<file path="config.mk">
export PLATFORM = sky130hd
export DESIGN_NAME = lcd_read_ctrl
export DESIGN_NICKNAME = d
export VERILOG_FILES = /design/src/rtl/lcd_pkg.sv /design/src/rtl/lcd_phase_timer.sv /design/src/rtl/lcd_read_ctrl.sv
export SDC_FILE = /design/constraint.sdc
export NUM_CORES = 1
export LEC_CHECK = 0
export ABC_CLOCK_PERIOD_IN_PS = 2100
export BUFFER_PORTS_ARGS = -buffer_cell sky130_fd_sc_hd__buf_2
export CAP_MARGIN = 5
export CORE_MARGIN = 2
export CORE_UTILIZATION = 43
export CTS_CLUSTER_DIAMETER = 200
export DETAILED_ROUTE_END_ITERATION = 16
export PLACE_DENSITY = 0.77
export SYNTH_ARGS = -nofsm -noshare
export SYNTH_HDL_FRONTEND = slang
export SYNTH_SLANG_ARGS = --single-unit
export TNS_END_PERCENT = 1
</file>
<file path="constraint.sdc">
create_clock -name clk -period 2.1 [get_ports clk]
set_clock_uncertainty 0.05 [all_clocks]
set_input_delay 0.315 -clock clk [delete_from_list [all_inputs] [get_ports clk]]
set_output_delay 0.315 -clock clk [all_outputs]
set_load 0.05 [all_outputs]
</file>
<file path="src/rtl/lcd_pkg.sv">
// Shared definitions for the LCD read custom instruction: FSM states and
// bit positions within the operand and result words.
package lcd_pkg;

  typedef enum logic [2:0] {
    IDLE,
    SETUP,
    EN_HIGH,
    EN_LOW,
    DONE
  } state_t;

  localparam int DATA_LSB    = 0;
  localparam int DATA_MSB    = 7;
  localparam int TIMEOUT_BIT = 8;
  localparam int OP_RS       = 0;
  localparam int OP_POLL     = 1;
  localparam int BUSY_BIT    = 7;

  function automatic int max3(input int a, input int b, input int c);
    int m;
    m = (a > b) ? a : b;
    return (m > c) ? m : c;
  endfunction

endpackage

</file>
<file path="src/rtl/lcd_phase_timer.sv">
// Loadable down-counter shared by the setup, enable-high and enable-low phases.
// tc is high while the count sits at zero, i.e. on the last cycle of a phase.
module lcd_phase_timer #(
  parameter int W = 5
) (
  input  logic         clk,
  input  logic         reset,
  input  logic         en,
  input  logic         load,
  input  logic [W-1:0] load_val,
  output logic         tc
);

  logic [W-1:0] count_reg;

  always_ff @(posedge clk) begin
    if (reset) begin
      count_reg <= '0;
    end else if (en) begin
      if (load) begin
        count_reg <= load_val;
      end else if (count_reg != '0) begin
        count_reg <= count_reg - 1'b1;
      end
    end
  end

  assign tc = (count_reg == '0);

endmodule

</file>
<file path="src/rtl/lcd_read_ctrl.sv">
// HD44780 read-cycle custom instruction: status/address or data RAM read,
// with an optional busy-flag poll loop bounded by MAX_POLLS.
module lcd_read_ctrl
  import lcd_pkg::*;
#(
  parameter int SETUP_CYC   = 3,
  parameter int EN_HIGH_CYC = 13,
  parameter int EN_LOW_CYC  = 13,
  parameter int MAX_POLLS   = 255
) (
  input  logic        clk,
  input  logic        reset,
  input  logic        clk_en,
  input  logic        start,
  input  logic [31:0] dataa,
  output logic        done,
  output logic [31:0] result,
  output logic        lcd_rs,
  output logic        lcd_rw,
  output logic        lcd_en,
  input  logic [7:0]  lcd_data_in,
  output logic        lcd_data_oe
);

  localparam int MAX_CYC = max3(SETUP_CYC, EN_HIGH_CYC, EN_LOW_CYC);
  localparam int CW      = $clog2(MAX_CYC) + 1;
  localparam int PW      = $clog2(MAX_POLLS + 1);

  if (SETUP_CYC < 1 || EN_HIGH_CYC < 1 || EN_LOW_CYC < 1 || MAX_POLLS < 1) begin : g_bad_param
    $error("lcd_read_ctrl: cycle parameters and MAX_POLLS must be at least 1");
  end

  state_t                 state_reg, state_next;
  logic                   rs_reg, rs_next;
  logic                   poll_reg, poll_next;
  logic [PW-1:0]          poll_cnt_reg, poll_cnt_next;
  logic [DATA_MSB:DATA_LSB] data_reg, data_next;
  logic                   timeout_reg, timeout_next;
  logic                   done_reg, done_next;
  logic                   lcd_rs_reg, lcd_rs_next;
  logic                   lcd_rw_reg, lcd_rw_next;
  logic                   lcd_en_reg, lcd_en_next;
  logic                   lcd_oe_reg, lcd_oe_next;
  logic                   timer_load;
  logic [CW-1:0]          timer_val;
  logic                   timer_tc;
  logic                   busy;
  logic                   poll_again;
  logic                   unused_dataa;

  assign unused_dataa = ^dataa[31:2];
  assign busy         = data_reg[BUSY_BIT];
  assign poll_again   = poll_reg & busy & ((int'(poll_cnt_reg) + 1) < MAX_POLLS);

  lcd_phase_timer #(.W(CW)) u_timer (
    .clk      (clk),
    .reset    (reset),
    .en       (clk_en),
    .load     (timer_load),
    .load_val (timer_val),
    .tc       (timer_tc)
  );

  always_ff @(posedge clk) begin
    if (reset) begin
      state_reg    <= IDLE;
      rs_reg       <= 1'b0;
      poll_reg     <= 1'b0;
      poll_cnt_reg <= '0;
      data_reg     <= '0;
      timeout_reg  <= 1'b0;
      done_reg     <= 1'b0;
      lcd_rs_reg   <= 1'b0;
      lcd_rw_reg   <= 1'b0;
      lcd_en_reg   <= 1'b0;
      lcd_oe_reg   <= 1'b1;
    end else if (clk_en) begin
      state_reg    <= state_next;
      rs_reg       <= rs_next;
      poll_reg     <= poll_next;
      poll_cnt_reg <= poll_cnt_next;
      data_reg     <= data_next;
      timeout_reg  <= timeout_next;
      done_reg     <= done_next;
      lcd_rs_reg   <= lcd_rs_next;
      lcd_rw_reg   <= lcd_rw_next;
      lcd_en_reg   <= lcd_en_next;
      lcd_oe_reg   <= lcd_oe_next;
    end
  end

  // Every state change reloads the timer with the length of the phase entered.
  always_comb begin
    state_next = state_reg;
    case (state_reg)
      IDLE:    if (start) state_next = SETUP;
      SETUP:   if (timer_tc) state_next = EN_HIGH;
      EN_HIGH: if (timer_tc) state_next = EN_LOW;
      EN_LOW:  if (timer_tc) state_next = poll_again ? SETUP : DONE;
      DONE:    state_next = IDLE;
      default: state_next = IDLE;
    endcase
    timer_load = (state_next != state_reg);
    case (state_next)
      SETUP:   timer_val = CW'(SETUP_CYC - 1);
      EN_HIGH: timer_val = CW'(EN_HIGH_CYC - 1);
      EN_LOW:  timer_val = CW'(EN_LOW_CYC - 1);
      default: timer_val = '0;
    endcase
  end

  // Pins are decoded from the next state so they change on the same edge as the FSM.
  always_comb begin
    rs_next       = rs_reg;
    poll_next     = poll_reg;
    poll_cnt_next = poll_cnt_reg;
    data_next     = data_reg;
    timeout_next  = timeout_reg;
    case (state_reg)
      IDLE: begin
        if (start) begin
          rs_next       = dataa[OP_RS];
          poll_next     = dataa[OP_POLL] & ~dataa[OP_RS];
          poll_cnt_next = '0;
          timeout_next  = 1'b0;
        end
      end
      EN_HIGH: begin
        if (timer_tc) data_next = lcd_data_in;
      end
      EN_LOW: begin
        if (timer_tc) begin
          if (poll_again) poll_cnt_next = poll_cnt_reg + 1'b1;
          else if (poll_reg & busy) timeout_next = 1'b1;
        end
      end
      default: ;
    endcase
    lcd_rw_next = (state_next == SETUP) || (state_next == EN_HIGH) || (state_next == EN_LOW);
    lcd_rs_next = lcd_rw_next & rs_next;
    lcd_en_next = (state_next == EN_HIGH);
    lcd_oe_next = ~lcd_rw_next;
    done_next   = (state_next == DONE);
  end

  always_comb begin
    result                    = '0;
    result[DATA_MSB:DATA_LSB] = data_reg;
    result[TIMEOUT_BIT]       = timeout_reg;
  end

  assign done        = done_reg;
  assign lcd_rs      = lcd_rs_reg;
  assign lcd_rw      = lcd_rw_reg;
  assign lcd_en      = lcd_en_reg;
  assign lcd_data_oe = lcd_oe_reg;

endmodule

</file>
Word-level counts from Yosys, hierarchy flattened. Cells that the tools add are included.

Flip-flop bits (word level): 32. Bits in latches: 0. Bits in writable memories: 0. Memory bits (read-only): 0. Input port bits: 44. Output and inout bits: 37. Logic and storage cells: 68. Memories kept: 0.

$add $sub $neg: 3. $mul: 0. Div/mod/pow operators: 0. Magnitude comparators: 1. Equal/unequal tests: 13. Shifts and indexed selects: 0. Multiplexer cells: 20. Bitwise logic cells: 6. Reduce and logical (&&, ||, !) cells: 13.

Operator list (number): two-way mux 8 bit (3); case mux 8 bit (2 select lines) (1); two-way mux 3 bit (5); equality test 3 x 2 -> 1 bit, second input constant (4); case mux 3 bit (4 select lines) (1); two-way mux 5 bit (2); != test 2 bit, second input constant (5); adder 8 x 1 -> 9 bit, second input constant (1); < comparator 9 x 8 -> 1 bit, second input constant (1); adder 8 x 1 -> 8 bit, second input constant (1); case mux 4 bit (2 select lines) (1); equality test 3 x 1 -> 1 bit, second input constant (2); two-way mux 1 bit (6); AND reduction 3 bit (2); AND reduction 6 bit (1); zero test 5 bit (1); AND reduction 5 bit (1); nonzero test 5 bit (1); subtractor 5 x 1 -> 5 bit, second input constant (1); bitwise AND 1 bit (4); nonzero test 2 bit (2); equality test 3 bit, second input constant (1); zero test 3 bit (1); != test 3 bit (1); other kinds (5) (7).

Depth between registers and ports, before layout.
Depth in word-level cells: 10. Mapped depth: 7. Depth with buffers taken out: 7.

Modules after synthesis. Synthesis repeated with hierarchy kept, for this count alone.

Cells, all modules: 205. Area, all modules: 1823.0 µm².

Modules (own cells, without submodules): lcd_read_ctrl (instances 1, cells an instance 167, area an instance 1492.7 µm², seq. area each 540.5 µm²); lcd_phase_timer (instances 1, cells an instance 38, area an instance 330.3 µm², seq. area each 100.1 µm²).

Least setup slack after synthesis. Ideal clock, no wire load.

Path kind: reg-to-reg. Start: register poll_cnt_reg[0]. End: register poll_cnt_reg[5]. Arrival: 1.806 ns. Data required time: 1.928 ns. Path slack: 0.123 ns. Cell stages (with the launch flop): 7. Path buffers: 0. Path through: dfxtp_1 ha_1 and3_1 a41o_1 a21o_2 o21a_4 a221o_1.

Longest elaborated chain between the ends: 5. Elaborated cells on any way between the ends: 9. Those cells by class: add/sub (2); order compare (1); eq/ne (1); mux (3); bitwise (1); reduce/logical (1).

Ends and longest elaborated chain: start, declared (line lcd_read_ctrl.sv:36) `logic [PW-1:0] poll_cnt_reg, poll_cnt_next;`; start signal, assigned (line lcd_read_ctrl.sv:81) `poll_cnt_reg <= poll_cnt_next;`; adder 8 x 1 -> 9 bit (line lcd_read_ctrl.sv:53) `assign poll_again = poll_reg & busy & ((int'(poll_cnt_reg) + 1) < MAX_POLLS);`; < comparator 9 x 8 -> 1 bit (line lcd_read_ctrl.sv:53); bitwise AND 1 bit (line lcd_read_ctrl.sv:53); != test 2 bit (no source line); AND reduction 5 bit (no source line).

Several ways; a longest one is shown, not always the timed one. The select of a mux whose other input is x is not followed. A chain may end at the register's enable or synchronous reset.

Worst setup path in the final report. Ends and elaborated chain as after synthesis.

==> impl_metrics.env <==
export IMPL_outcome="completed"
export IMPL_layout_setup_ws_ns=0.1107
export IMPL_place_gp_congestion=0.7950
export IMPL_pwr_share_seq_pct=37.5
export IMPL_p_per_area_nw_per_um2=873.9
export IMPL_area_delta_synth_final_pct=15.74
export IMPL_grt_max_degree=26
export IMPL_synth_edf_count=0
export IMPL_multiInputGateArea_um2=1056
export IMPL_numClockSinks=32
export IMPL_cts_made_buffers=5
export IMPL_synthTopCellsByArea="dfxtp_1, buf_4, a21oi_1"
export IMPL_ys_ff_latch=32
export IMPL_setup_viol=0
export IMPL_seqCellArea_um2=640.6
export IMPL_synthCells=210
export IMPL_h_tree_depth=2
export IMPL_firstDrtPassIters=4
export IMPL_synth_most_common_cell="dfxtp_1"
export IMPL_ys_warn_count=0
export IMPL_post_cts_buffers=0
export IMPL_worst_path_buf_inv=0
export IMPL_hpwl_um=2701
export IMPL_rsz0062_at_grt="false"
export IMPL_cp_arrival_ns=2.12
export IMPL_comb_power_share_pct=30.6
export IMPL_wl_per_cell_um=12.70
export IMPL_dr_total_vias=1554
export IMPL_worst_ep_required_time_ns=2.23
export IMPL_max_cap_violations=0
export IMPL_min_period_ns=1.989
export IMPL_wl_um=3786
export IMPL_die_area_um2=4810
export IMPL_grt_pass1_vias=1418
export IMPL_async_reset_ff_share_pct=0
export IMPL_start_util_pct=45.27
export IMPL_antenna_found_initial=0
export IMPL_cts_buffer_depth=2
export IMPL_crit_family="compound AO/OA/AOI/OAI gates"
export IMPL_fin_tns_setup_ns=0
export IMPL_layout_nets=293
export IMPL_period_share_pct=94.73
export IMPL_grt_overflow_total=0
export IMPL_fillCellCount=360
export IMPL_yosysUniqueCellTypes=56
export IMPL_cts_root_buffer="clkbuf_8"
export IMPL_core_area_um2=4058
export IMPL_swShare_pct=34.92
export IMPL_rows=23
export IMPL_n_antenna_cell=0
export IMPL_yosysTopAreaCell="dfxtp_1"
export IMPL_slew_violations=0
export IMPL_path_cells="ha_2, and3_1, a41o_1, a21o_2, o21a_4, a221o_1"
export IMPL_synthesis_area_um2=1837
export IMPL_worst_path_largest_cell_delay_ns=0.35
export IMPL_die_w_um=69.36
export IMPL_antenna_left=0
export IMPL_placement_io_buffers=27
export IMPL_globalRouteTotalUtil_pct=16.27
export IMPL_worst_path_max_fanout=5
export IMPL_relSlewSlack_pct=66.61
export IMPL_crit_path_end_kind="flop"
export IMPL_path_class="flop to flop"
export IMPL_io_pins=81
export IMPL_grt_first_pass_wirelength_um=6334
export IMPL_die_h_um=69.36
export IMPL_p_leak_nw=0.9497
export IMPL_critPathSlowestCell="dfxtp_1"
export IMPL_dp_slack_ns=-0.0003773
export IMPL_power_switching_mw=0.6487
export IMPL_tritoncts="done"
export IMPL_yosysSeqAreaShare_pct=34.88
export IMPL_clock_latency_ns=0.29
export IMPL_hold_viol=0
export IMPL_drc=0
export IMPL_clkTransAtPathRegs_ns=0.07
export IMPL_ys_flop_type="dfxtp_1"
export IMPL_drive_gt1_share_pct=28.63
export IMPL_clockPowerShare_pct=31.9
export IMPL_tightest_slew_ns=0.5002
export IMPL_syn_mean_instance_area_um2=8.746
export IMPL_ir_drop_mv=0.6322
export IMPL_p_int_mw=1.209
export IMPL_synth_common_cells="dfxtp_1, buf_4, a21oi_1, nor2_1, nand2_1"
export IMPL_synth_top_area_share_pct=34.88
export IMPL_fmax_ghz=0.5027
export IMPL_vias_per_cell=5.215
export IMPL_min_path_type="input port to flop"
export IMPL_drtIter0Drc=66
export IMPL_start_kind="flop"
## cell type report
type / instances / area share, %
clock buffer: 5 / 3.237
clock inverter: 3 / 2.001
inverter: 8 / 1.413
multi-input combinational: 161 / 49.68
sequential: 32 / 30.14
tap: 50 / 2.943
timing repair buffer: 39 / 10.59
## final timing paths
check / startpoint / endpoint / slack [ns] / cells past startpoint
worst max-delay path: poll_cnt_reg[0] / poll_cnt_reg[5] / 0.11 / 6
worst min-delay path: lcd_data_in[5] / data_reg[5] / 0.20 / 3
worst max register to register: poll_cnt_reg[0] / poll_cnt_reg[5] / 0.11 / 6
worst min register to register: lcd_rw / lcd_rw / 0.41 / 2
## repair_timing
action / 4_1_cts / 5_1_grt
pin swaps: 0 / 1
gates resized for setup: 1 / 5
endpoints found under the setup margin: 7 / 19
hold buffers: 0 / 0
gates cloned: 0 / 0
## power by group through the flow
stage / Sequential (mW) / Combinational, mW / Clock (mW)
2_1_floorplan: 0.731 / 0.433 / 0
3_3_place_gp: 0.706 / 0.530 / 0
3_5_place_dp: 0.708 / 0.539 / 0
4_1_cts: 0.694 / 0.549 / 0.609
5_1_grt: 0.703 / 0.622 / 0.631
6_report: 0.696 / 0.569 / 0.593
## per-stage QoR
| step | cells | cell area, um2 | total power, mW | hold WS [ns] | util, % |
|---|---|---|---|---|---|
| global placement | 290 | 1986 | 1.236 | 0.3947 | 48.94 |
| finish | 298 | 2126 | 1.858 | 0.2015 | 52.39 |
| CTS | 298 | 2105 | 1.853 | 0.1899 | 51.87 |
| global route | 298 | 2126 | 1.955 | 0.2240 | 52.39 |
| detailed placement | 290 | 1986 | 1.246 | 0.4018 | 48.94 |
| floorplan | 232 | 1919 | 1.164 | 0.3857 | - |
## cells in the final DEF (no fill, tap or decap), types with 3 or more instances in the layout
cell type,Yosys,final
nand2_1,14,14
a21oi_1,20,19
inv_1,7,7
buf_4,25,12
mux2i_1,9,9
and3_1,3,3
dfxtp_1,32,32
nor2_1,20,19
clkbuf_8,1,5
nand3_1,9,9
buf_2,1,27
nor3b_1,5,5
and2_1,3,3
conb_1,1,23
or2_2,3,3
o21ai_0,6,6
## layer usage
layer	share of wire, %	track usage (%)	vias to the layer above
met5	0	0	-
met4	1.0	6.318	0
met3	5.9	4.942	5
met2	47	25.75	59
met1	46	20.72	722
li1	-	-	768
## cells by family (layout without fill, tap and decap cells)
group                    count (synthesis)  count (layout)  synth area share (%)
other                                    1              23                0.2042
AND/OR/NAND/NOR                         74              74                 23.23
AO/OA/AOI/OAI                           50              50                 20.16
buffers and inverters                   39              55                 13.69
multiplexers                            10              10                 5.518
XOR/XNOR                                 2               2                0.9539
flip-flops                              32              32                 34.88
adder cells (fa/ha/maj)                  2               2                 1.362
## tightest hold or removal path, stage by stage
cell,delay (ns)
buf_2,0.07
mux2i_1,0.05
nor2_1,0.07
Power figures use the tool's default switching activity.
